--- src/rtl/mem_arbiter.sv ---
// mem_arbiter: shares one memory port between the CPU control path and the
// debug/program-loader port. It grants one requester at a time, uses
// round-robin on contention, latches the winning request, and returns a
// one-cycle acknowledge with registered read data. A watchdog ends any
// transfer the memory never acknowledges and flags it with an error.
module mem_arbiter #(
    parameter int ADDR_W  = 32,
    parameter int DATA_W  = 32,
    parameter int TIMEOUT = 255
) (
    input  logic                clk,
    input  logic                rst,
    input  logic                cpuReq,
    input  logic                cpuWe,
    input  logic [ADDR_W-1:0]   cpuAddr,
    input  logic [DATA_W-1:0]   cpuWdata,
    input  logic [DATA_W/8-1:0] cpuBe,
    output logic                cpuAck,
    output logic                cpuErr,
    output logic [DATA_W-1:0]   cpuRdata,
    input  logic                dbgReq,
    input  logic                dbgWe,
    input  logic [ADDR_W-1:0]   dbgAddr,
    input  logic [DATA_W-1:0]   dbgWdata,
    input  logic [DATA_W/8-1:0] dbgBe,
    output logic                dbgAck,
    output logic                dbgErr,
    output logic [DATA_W-1:0]   dbgRdata,
    output logic                memReq,
    output logic                memWe,
    output logic [ADDR_W-1:0]   memAddr,
    output logic [DATA_W-1:0]   memWdata,
    output logic [DATA_W/8-1:0] memBe,
    input  logic [DATA_W-1:0]   memRdata,
    input  logic                memAck,
    output logic [1:0]          grant
);

    localparam int CNT_W = (TIMEOUT > 0) ? $clog2(TIMEOUT + 1) : 1;

    typedef enum logic [1:0] {
        IDLE    = 2'b00,
        GNT_CPU = 2'b01,
        GNT_DBG = 2'b10
    } state_t;

    state_t           state;
    logic             lastGrant;
    logic [CNT_W-1:0] wdogCnt;
    logic [CNT_W-1:0] cntNext;
    logic             timeoutHit;

    // The state encoding is the one-hot grant code, so grant comes straight off the state register
    assign grant = state;

    // Watchdog fires when the cycle now ending would be grant cycle number TIMEOUT
    always_comb begin
        cntNext    = wdogCnt + 1'b1;
        timeoutHit = 1'b0;
        if ((TIMEOUT != 0) && (cntNext == CNT_W'(TIMEOUT))) begin
            timeoutHit = 1'b1;
        end
    end

    // Arbitration FSM with latched request fields, watchdog and registered ack/err/rdata
    always_ff @(posedge clk or negedge rst) begin
        if (!rst) begin
            state     <= IDLE;
            lastGrant <= 1'b1;
            wdogCnt   <= '0;
            memReq    <= 1'b0;
            memWe     <= 1'b0;
            memAddr   <= '0;
            memWdata  <= '0;
            memBe     <= '0;
            cpuAck    <= 1'b0;
            cpuErr    <= 1'b0;
            cpuRdata  <= '0;
            dbgAck    <= 1'b0;
            dbgErr    <= 1'b0;
            dbgRdata  <= '0;
        end else begin
            cpuAck   <= 1'b0;
            cpuErr   <= 1'b0;
            cpuRdata <= '0;
            dbgAck   <= 1'b0;
            dbgErr   <= 1'b0;
            dbgRdata <= '0;
            case (state)
                IDLE: begin
                    wdogCnt <= '0;
                    if (cpuReq && (!dbgReq || lastGrant)) begin
                        state     <= GNT_CPU;
                        lastGrant <= 1'b0;
                        memReq    <= 1'b1;
                        memWe     <= cpuWe;
                        memAddr   <= cpuAddr;
                        memWdata  <= cpuWdata;
                        memBe     <= cpuBe;
                    end else if (dbgReq) begin
                        state     <= GNT_DBG;
                        lastGrant <= 1'b1;
                        memReq    <= 1'b1;
                        memWe     <= dbgWe;
                        memAddr   <= dbgAddr;
                        memWdata  <= dbgWdata;
                        memBe     <= dbgBe;
                    end
                end
                GNT_CPU, GNT_DBG: begin
                    if (memAck) begin
                        state   <= IDLE;
                        memReq  <= 1'b0;
                        wdogCnt <= '0;
                        if (state == GNT_CPU) begin
                            cpuAck   <= 1'b1;
                            cpuRdata <= memRdata;
                        end else begin
                            dbgAck   <= 1'b1;
                            dbgRdata <= memRdata;
                        end
                    end else if (timeoutHit) begin
                        state   <= IDLE;
                        memReq  <= 1'b0;
                        wdogCnt <= '0;
                        if (state == GNT_CPU) begin
                            cpuAck <= 1'b1;
                            cpuErr <= 1'b1;
                        end else begin
                            dbgAck <= 1'b1;
                            dbgErr <= 1'b1;
                        end
                    end else begin
                        wdogCnt <= cntNext;
                    end
                end
                default: begin
                    state  <= IDLE;
                    memReq <= 1'b0;
                end
            endcase
        end
    end

endmodule

--- config.mk ---
export PLATFORM = sky130hd
export DESIGN_NAME = mem_arbiter
export DESIGN_NICKNAME = d
export VERILOG_FILES = /design/src/rtl/mem_arbiter.sv
export SDC_FILE = /design/constraint.sdc
export NUM_CORES = 1
export LEC_CHECK = 0
export CORE_ASPECT_RATIO = 1.4
export CORE_MARGIN = 10
export CORE_UTILIZATION = 30
export DETAILED_ROUTE_END_ITERATION = 8
export GPL_TIMING_DRIVEN = 0
export PLACE_DENSITY = 0.73
export SKIP_LAST_GASP = 1
export SLEW_MARGIN = 20
export SYNTH_ARGS = -nofsm -noshare
export SYNTH_HDL_FRONTEND = slang
export SYNTH_SLANG_ARGS = --single-unit
--- constraint.sdc ---
create_clock -name clk -period 2.21 [get_ports clk]
set_input_delay 0.221 -clock clk [delete_from_list [all_inputs] [get_ports clk]]
set_output_delay 0.221 -clock clk [all_outputs]
set_load 0.01 [all_outputs]
### After elaboration in Yosys (flattened, before gate mapping)

Cells that the tools add are included.

| storage, ports and cells | value |
|---|---|
| input port bits | 175 |
| bits in registers | 149 |
| word-level logic and storage cells | 70 |
| output and inout bits | 140 |

| operators by class | value |
|---|---|
| multiplexer cells | 41 |
| $add $sub $neg | 1 |
| equal/unequal tests | 5 |
| reduce and logical (&&, ||, !) cells | 9 |

Operators with widths:

| operator | count |
|---|---|
| 2-to-1 mux 32 bit | 10 |
| 2-to-1 mux 1 bit | 20 |
| 2-to-1 mux 8 bit | 2 |
| one-hot mux 8 bit (2 select lines) | 1 |
| adder 8 x 1 -> 8 bit, second input constant | 1 |
| == test 8 bit, second input constant | 1 |
| 2-to-1 mux 2 bit | 4 |
| 2-to-1 mux 4 bit | 2 |
| != test 3 bit, second input constant | 2 |
| one-hot mux 2 bit (2 select lines) | 1 |
| AND reduction 2 bit | 2 |
| nonzero test 2 bit | 2 |
| == test 2 x 1 -> 1 bit, second input constant | 1 |
| == test 2 bit, second input constant | 1 |
| logical NOT 2 bit | 1 |
| one-hot mux 1 bit (2 select lines) | 1 |
| OR reduction 2 bit | 1 |
| logical AND 1 bit | 1 |
| logical NOT 1 bit | 1 |
| logical OR 1 bit | 1 |

### Depth between registers and ports, before layout

| depth | value |
|---|---|
| word-level depth | 6 |
| mapped depth | 8 |
| depth with buffers taken out | 7 |

### Worst setup path before layout

No wires, ideal clock.

| path | value |
|---|---|
| path type | register to register |
| start | register wdogCnt[0] |
| end | register state[0] (netlist: grant[0]) |
| setup time | 0.087 ns |
| stages on the path, launching flop included | 7 |
| path slack | 0.356 ns |
| path buffers | 0 |
| data required time | 2.123 ns |
| arrival | 1.767 ns |
| period minus slack after synthesis | 1.854 ns |
| cells stage by stage | dfrtp_1 -> ha_1 -> and3_1 -> mux2i_4 -> o221ai_4 -> a211o_1 -> o211ai_1 |

| on the way | value |
|---|---|
| cells in the longest elaborated chain, start to end | 5 |

Ends and longest elaborated chain:

| element | RTL line | RTL |
|---|---|---|
| from (decl) | 49 | `logic [CNT_W-1:0] wdogCnt;` |
| from (signal assigned) | 134 | `wdogCnt <= cntNext;` |
| adder 8 x 1 -> 8 bit | 58 | `cntNext = wdogCnt + 1'b1;` |
| == test 8 bit | 60 | `if ((TIMEOUT != 0) && (cntNext == CNT_W'(TIMEOUT))) begin` |
| 2-to-1 mux 1 bit | 60 |  |
| != test 3 bit (no line) | - |  |
| AND reduction 2 bit (no line) | - |  |
| to (signal assigned) | 68 | `state <= IDLE;` |
| to (signal assigned) | 93 | `state <= GNT_CPU;` |
| to (signal assigned) | 101 | `state <= GNT_DBG;` |
| to (decl) | 47 | `state_t state;` |

No other way between the ends.
A chain may end at the register's enable or synchronous reset.

### Worst setup path after layout

Ends and elaborated chain as after synthesis.

==> metrics.md <==
| Metric | Value |
|---|---|
| Status | `completed` |
| Initial antenna violation count | `1` |
| Clock latency on the worst-skew pair | `0.41 ns` |
| Main flop type after synthesis | `dfrtp_1` |
| Ys Warns | `0` |
| Core area | `0.02040 mm2` |
| CP Max Fanout | `9` |
| # nets final | `1098` |
| Syn Std Cell Area | `0.006192 mm2` |
| H-tree depth | `4` |
| Syn_area_per_cell | `10.60 um2` |
| Endpoints failing setup | `0` |
| Vias per cell | `4.624` |
| Final period demand of the worst path | `2.061 ns` |
| Fmax | `485.2 MHz` |
| Switching share of power | `35.62%` |
| Power density cells | `1134 mW/mm2` |
| First-pass GRT wire length | `33830 um` |
| CP top delay family | `compound AO/OA/AOI/OAI gates` |
| Die Y | `190.0 um` |
| Final worst setup slack | `0.1489 ns` |
| Syn_nets | `764` |
| Hold Violations, Final | `0` |
| Sequential Power Share | `34.4%` |
| Clock Power Share | `23.6%` |
| Placer's final routability congestion estimate | `0.8286` |
| CP peak stage delay | `0.48 ns` |
| Drt drc | `0` |
| Largest net degree at the start of global routing | `76` |
| Wire per inst | `18.82 um` |
| EDFF count, synth | `0` |
| Die ar. | `0.02687 mm2` |
| Slew headroom | `60.24%` |
| Worst endpoint required time | `2.54 ns` |
| FF+latch count, synth | `149` |
| Int Pwr | `7496 uW` |
| IO Count | `315` |
| Crit path DAT | `2.39 ns` |
| DRT Pass-1 Iters | `4` |
| NetSw | `4147 uW` |
| Tcrit/Tclk final | `93.26%` |
| Sinks on Clock Net | `149` |
| Cells after Synth | `584` |
| Critical path's slowest cell | `dfrtp_1` |
| Leak Pwr | `0.004580 uW` |
| Final core utilization | `50.32%` |
| CTS tree | `built` |
| Min-Delay Path Class | `in2async` |
| Max Slew Vio Count | `0` |
| Least-Margin Pin Slew | `0.5964 ns` |
| Max rail drop VDD | `0.6407 mV` |
| Pre-CTS WS | `-0.3960 ns` |
| FP Rows | `62` |
| Number of max-cap violations | `0` |
| RSZ-0062 raised after global routing | `no` |
| Post-DP HPWL | `18020 um` |
| Vias | `5493` |
| Post-synthesis sequential area ratio | `60.23%` |
| Post-synthesis cell type count | `48` |
| CTS Buffer Depth | `2` |
| CTS root buf | `clkbuf_16` |
| 1st-iter DRT viols | `282` |
| Final antenna-violating net count | `0` |
| Drt total wl | `22360 um` |
| Fraction of registers with async set/reset | `100.0%` |
| Total CTS buffers | `17` |
| Multi-input gate area | `0.002271 mm2` |
| CP Buf/Inv Count | `0` |
| Initial Util | `30.35%` |
| # port buffers | `314` |
| Layout fillers | `1909` |
| Die width | `141.4 um` |
| Critical Path End Type | `register` |
| Share of layout cells above drive strength 1 | `6.660%` |
| Vias in the first global route | `5812` |
| Comb pwr share | `42.0%` |
| GRT overflow | `0` |
| Reg area | `0.003730 mm2` |
| Cell Chain, Critical Path | `ha_2, and3_1, mux2i_4, o221ai_4, a211o_1, o211ai_1` |
| CP startpoint kind | `register` |
| CTS clk-pin slew, worst paths | `0.07 ns` |
| Total Routing Usage GR | `16.13%` |
| Crit path kind | `reg2reg` |
| Worst Skew | `0.007602 ns` |
| Area Overhead vs Synth | `65.79%` |
## sequential cells by signal (all words and copies together), names as in the netlist, 2 cells and up
name      flops
memBe         4
cpuRdata     32
wdogCnt       8
memAddr      32
dbgRdata     32
grant         2
memWdata     32
## cell usage after synthesis, types with 2 or more instances
library cell  instances  area share (%)
dfrtp_1             148              60
nand2_1             115             7.0
nor2_1               72             4.4
mux2i_1              71              11
o21ai_0              54             4.4
o21ai_1              23             1.9
clkbuf_1             19             1.2
buf_2                10            0.81
inv_1                 9            0.55
nand3_1               7            0.57
buf_1                 6            0.36
ha_1                  5             1.0
nor3_1                3            0.24
a21oi_1               2            0.16
and3_1                2            0.20
nand2b_1              2            0.20
nand3_2               2            0.32
o2111ai_1             2            0.28
o211ai_1              2            0.24
o31ai_2               2            0.40
## kinds of logic after synthesis
family	Yosys count	share of synthesized area (%)
AND/OR/NAND/NOR	215	14.45
flip-flops	149	60.23
AO/OA/AOI/OAI	97	9.336
multiplexers	72	11.84
buffers and inverters	46	3.132
adder cells (fa/ha/maj)	5	1.010
## placed cells by master, fill, tap and decap left out, types with 2 or more instances in the layout
cell type / synthesis / routed
nand3_2: 2 / 2
clkinvlp_4: 0 / 2
clkbuf_1: 19 / 15
o31ai_2: 2 / 2
clkbuf_16: 0 / 17
nand3_1: 7 / 7
clkinv_4: 0 / 3
o211ai_1: 2 / 2
o21ai_1: 23 / 23
clkbuf_2: 1 / 3
inv_1: 9 / 9
and3_1: 2 / 2
ha_1: 5 / 4
nand2_1: 115 / 115
o21ai_0: 54 / 54
clkbuf_8: 0 / 2
o2111ai_1: 2 / 2
inv_6: 0 / 6
a21oi_1: 2 / 2
buf_1: 6 / 6
clkdlybuf4s50_1: 0 / 313
nand2b_1: 2 / 2
dfrtp_1: 148 / 148
mux2i_1: 71 / 71
nor2_1: 72 / 72
buf_2: 10 / 11
nor3_1: 3 / 3
## final timing paths
kind / cells after the start / end / slack [ns] / from
max: 6 / grant[0] / 0.15 / wdogCnt[0]
min reg2reg: 2 / memAddr[31] / 0.48 / memAddr[31]
min: 2 / memWdata[27] / 0.33 / rst
max in group asynchronous: 3 / memAddr[22] / 1.09 / rst
max reg2reg: 6 / grant[0] / 0.15 / wdogCnt[0]
min in group clk: 3 / cpuRdata[18] / 0.36 / memRdata[18]
## metrics by stage
stage | cell area [um2] | TNS, ns | total power, uW | instances | hold WS (ns)
global route | 10260 | 0 | 12430 | 1187 | 0.3467
detailed placement | 9688 | -10.97 | 9050 | 1155 | 0.2266
floorplan | 6192 | 0 | 6144 | 584 | -0.07459
global placement | 9656 | -787.22 | 8938 | 1154 | 0.4618
CTS | 10260 | 0 | 11840 | 1188 | 0.3335
finish | 10270 | 0 | 11640 | 1188 | 0.3298
## final cells by class
class | count | area share, %
Clock inverter | 13 | 1.073
Multi-Input combinational cell | 389 | 22.12
Sequential cell | 149 | 36.33
Antenna cell | 1 | 0.02438
Buffer | 36 | 1.560
Timing Repair Buffer | 316 | 31.03
Tap cell | 256 | 3.120
Clock buffer | 19 | 4.412
Inverter | 9 | 0.3291
## layer usage
| layer | vias up | track usage, % | wire length [um] |
|---|---|---|---|
| met5 | - | 0 | 0 |
| li1 | 2624 | - | - |
| met2 | 241 | 27.90 | 11290 |
| met4 | 0 | 3.861 | 243 |
| met1 | 2607 | 16.82 | 8190 |
| met3 | 21 | 8.583 | 2639 |
## what timing repair did
action	CTS	global route
pin swaps	0	0
hold buffers	1	0
gates resized for setup	1	6
endpoints found under the hold margin	73	0
buffers inserted	0	0
endpoints found under the setup margin	23	28
## power groups by stage
stage	sequential (uW)	combinational, uW	clock [uW]
3_5_place_dp	4060	4990	0
3_3_place_gp	4020	4920	0
2_1_floorplan	4450	1700	0
6_report	4010	4880	2750
4_1_cts	4020	5000	2820
5_1_grt	4130	5370	2930
Power figures use the tool's default switching activity.
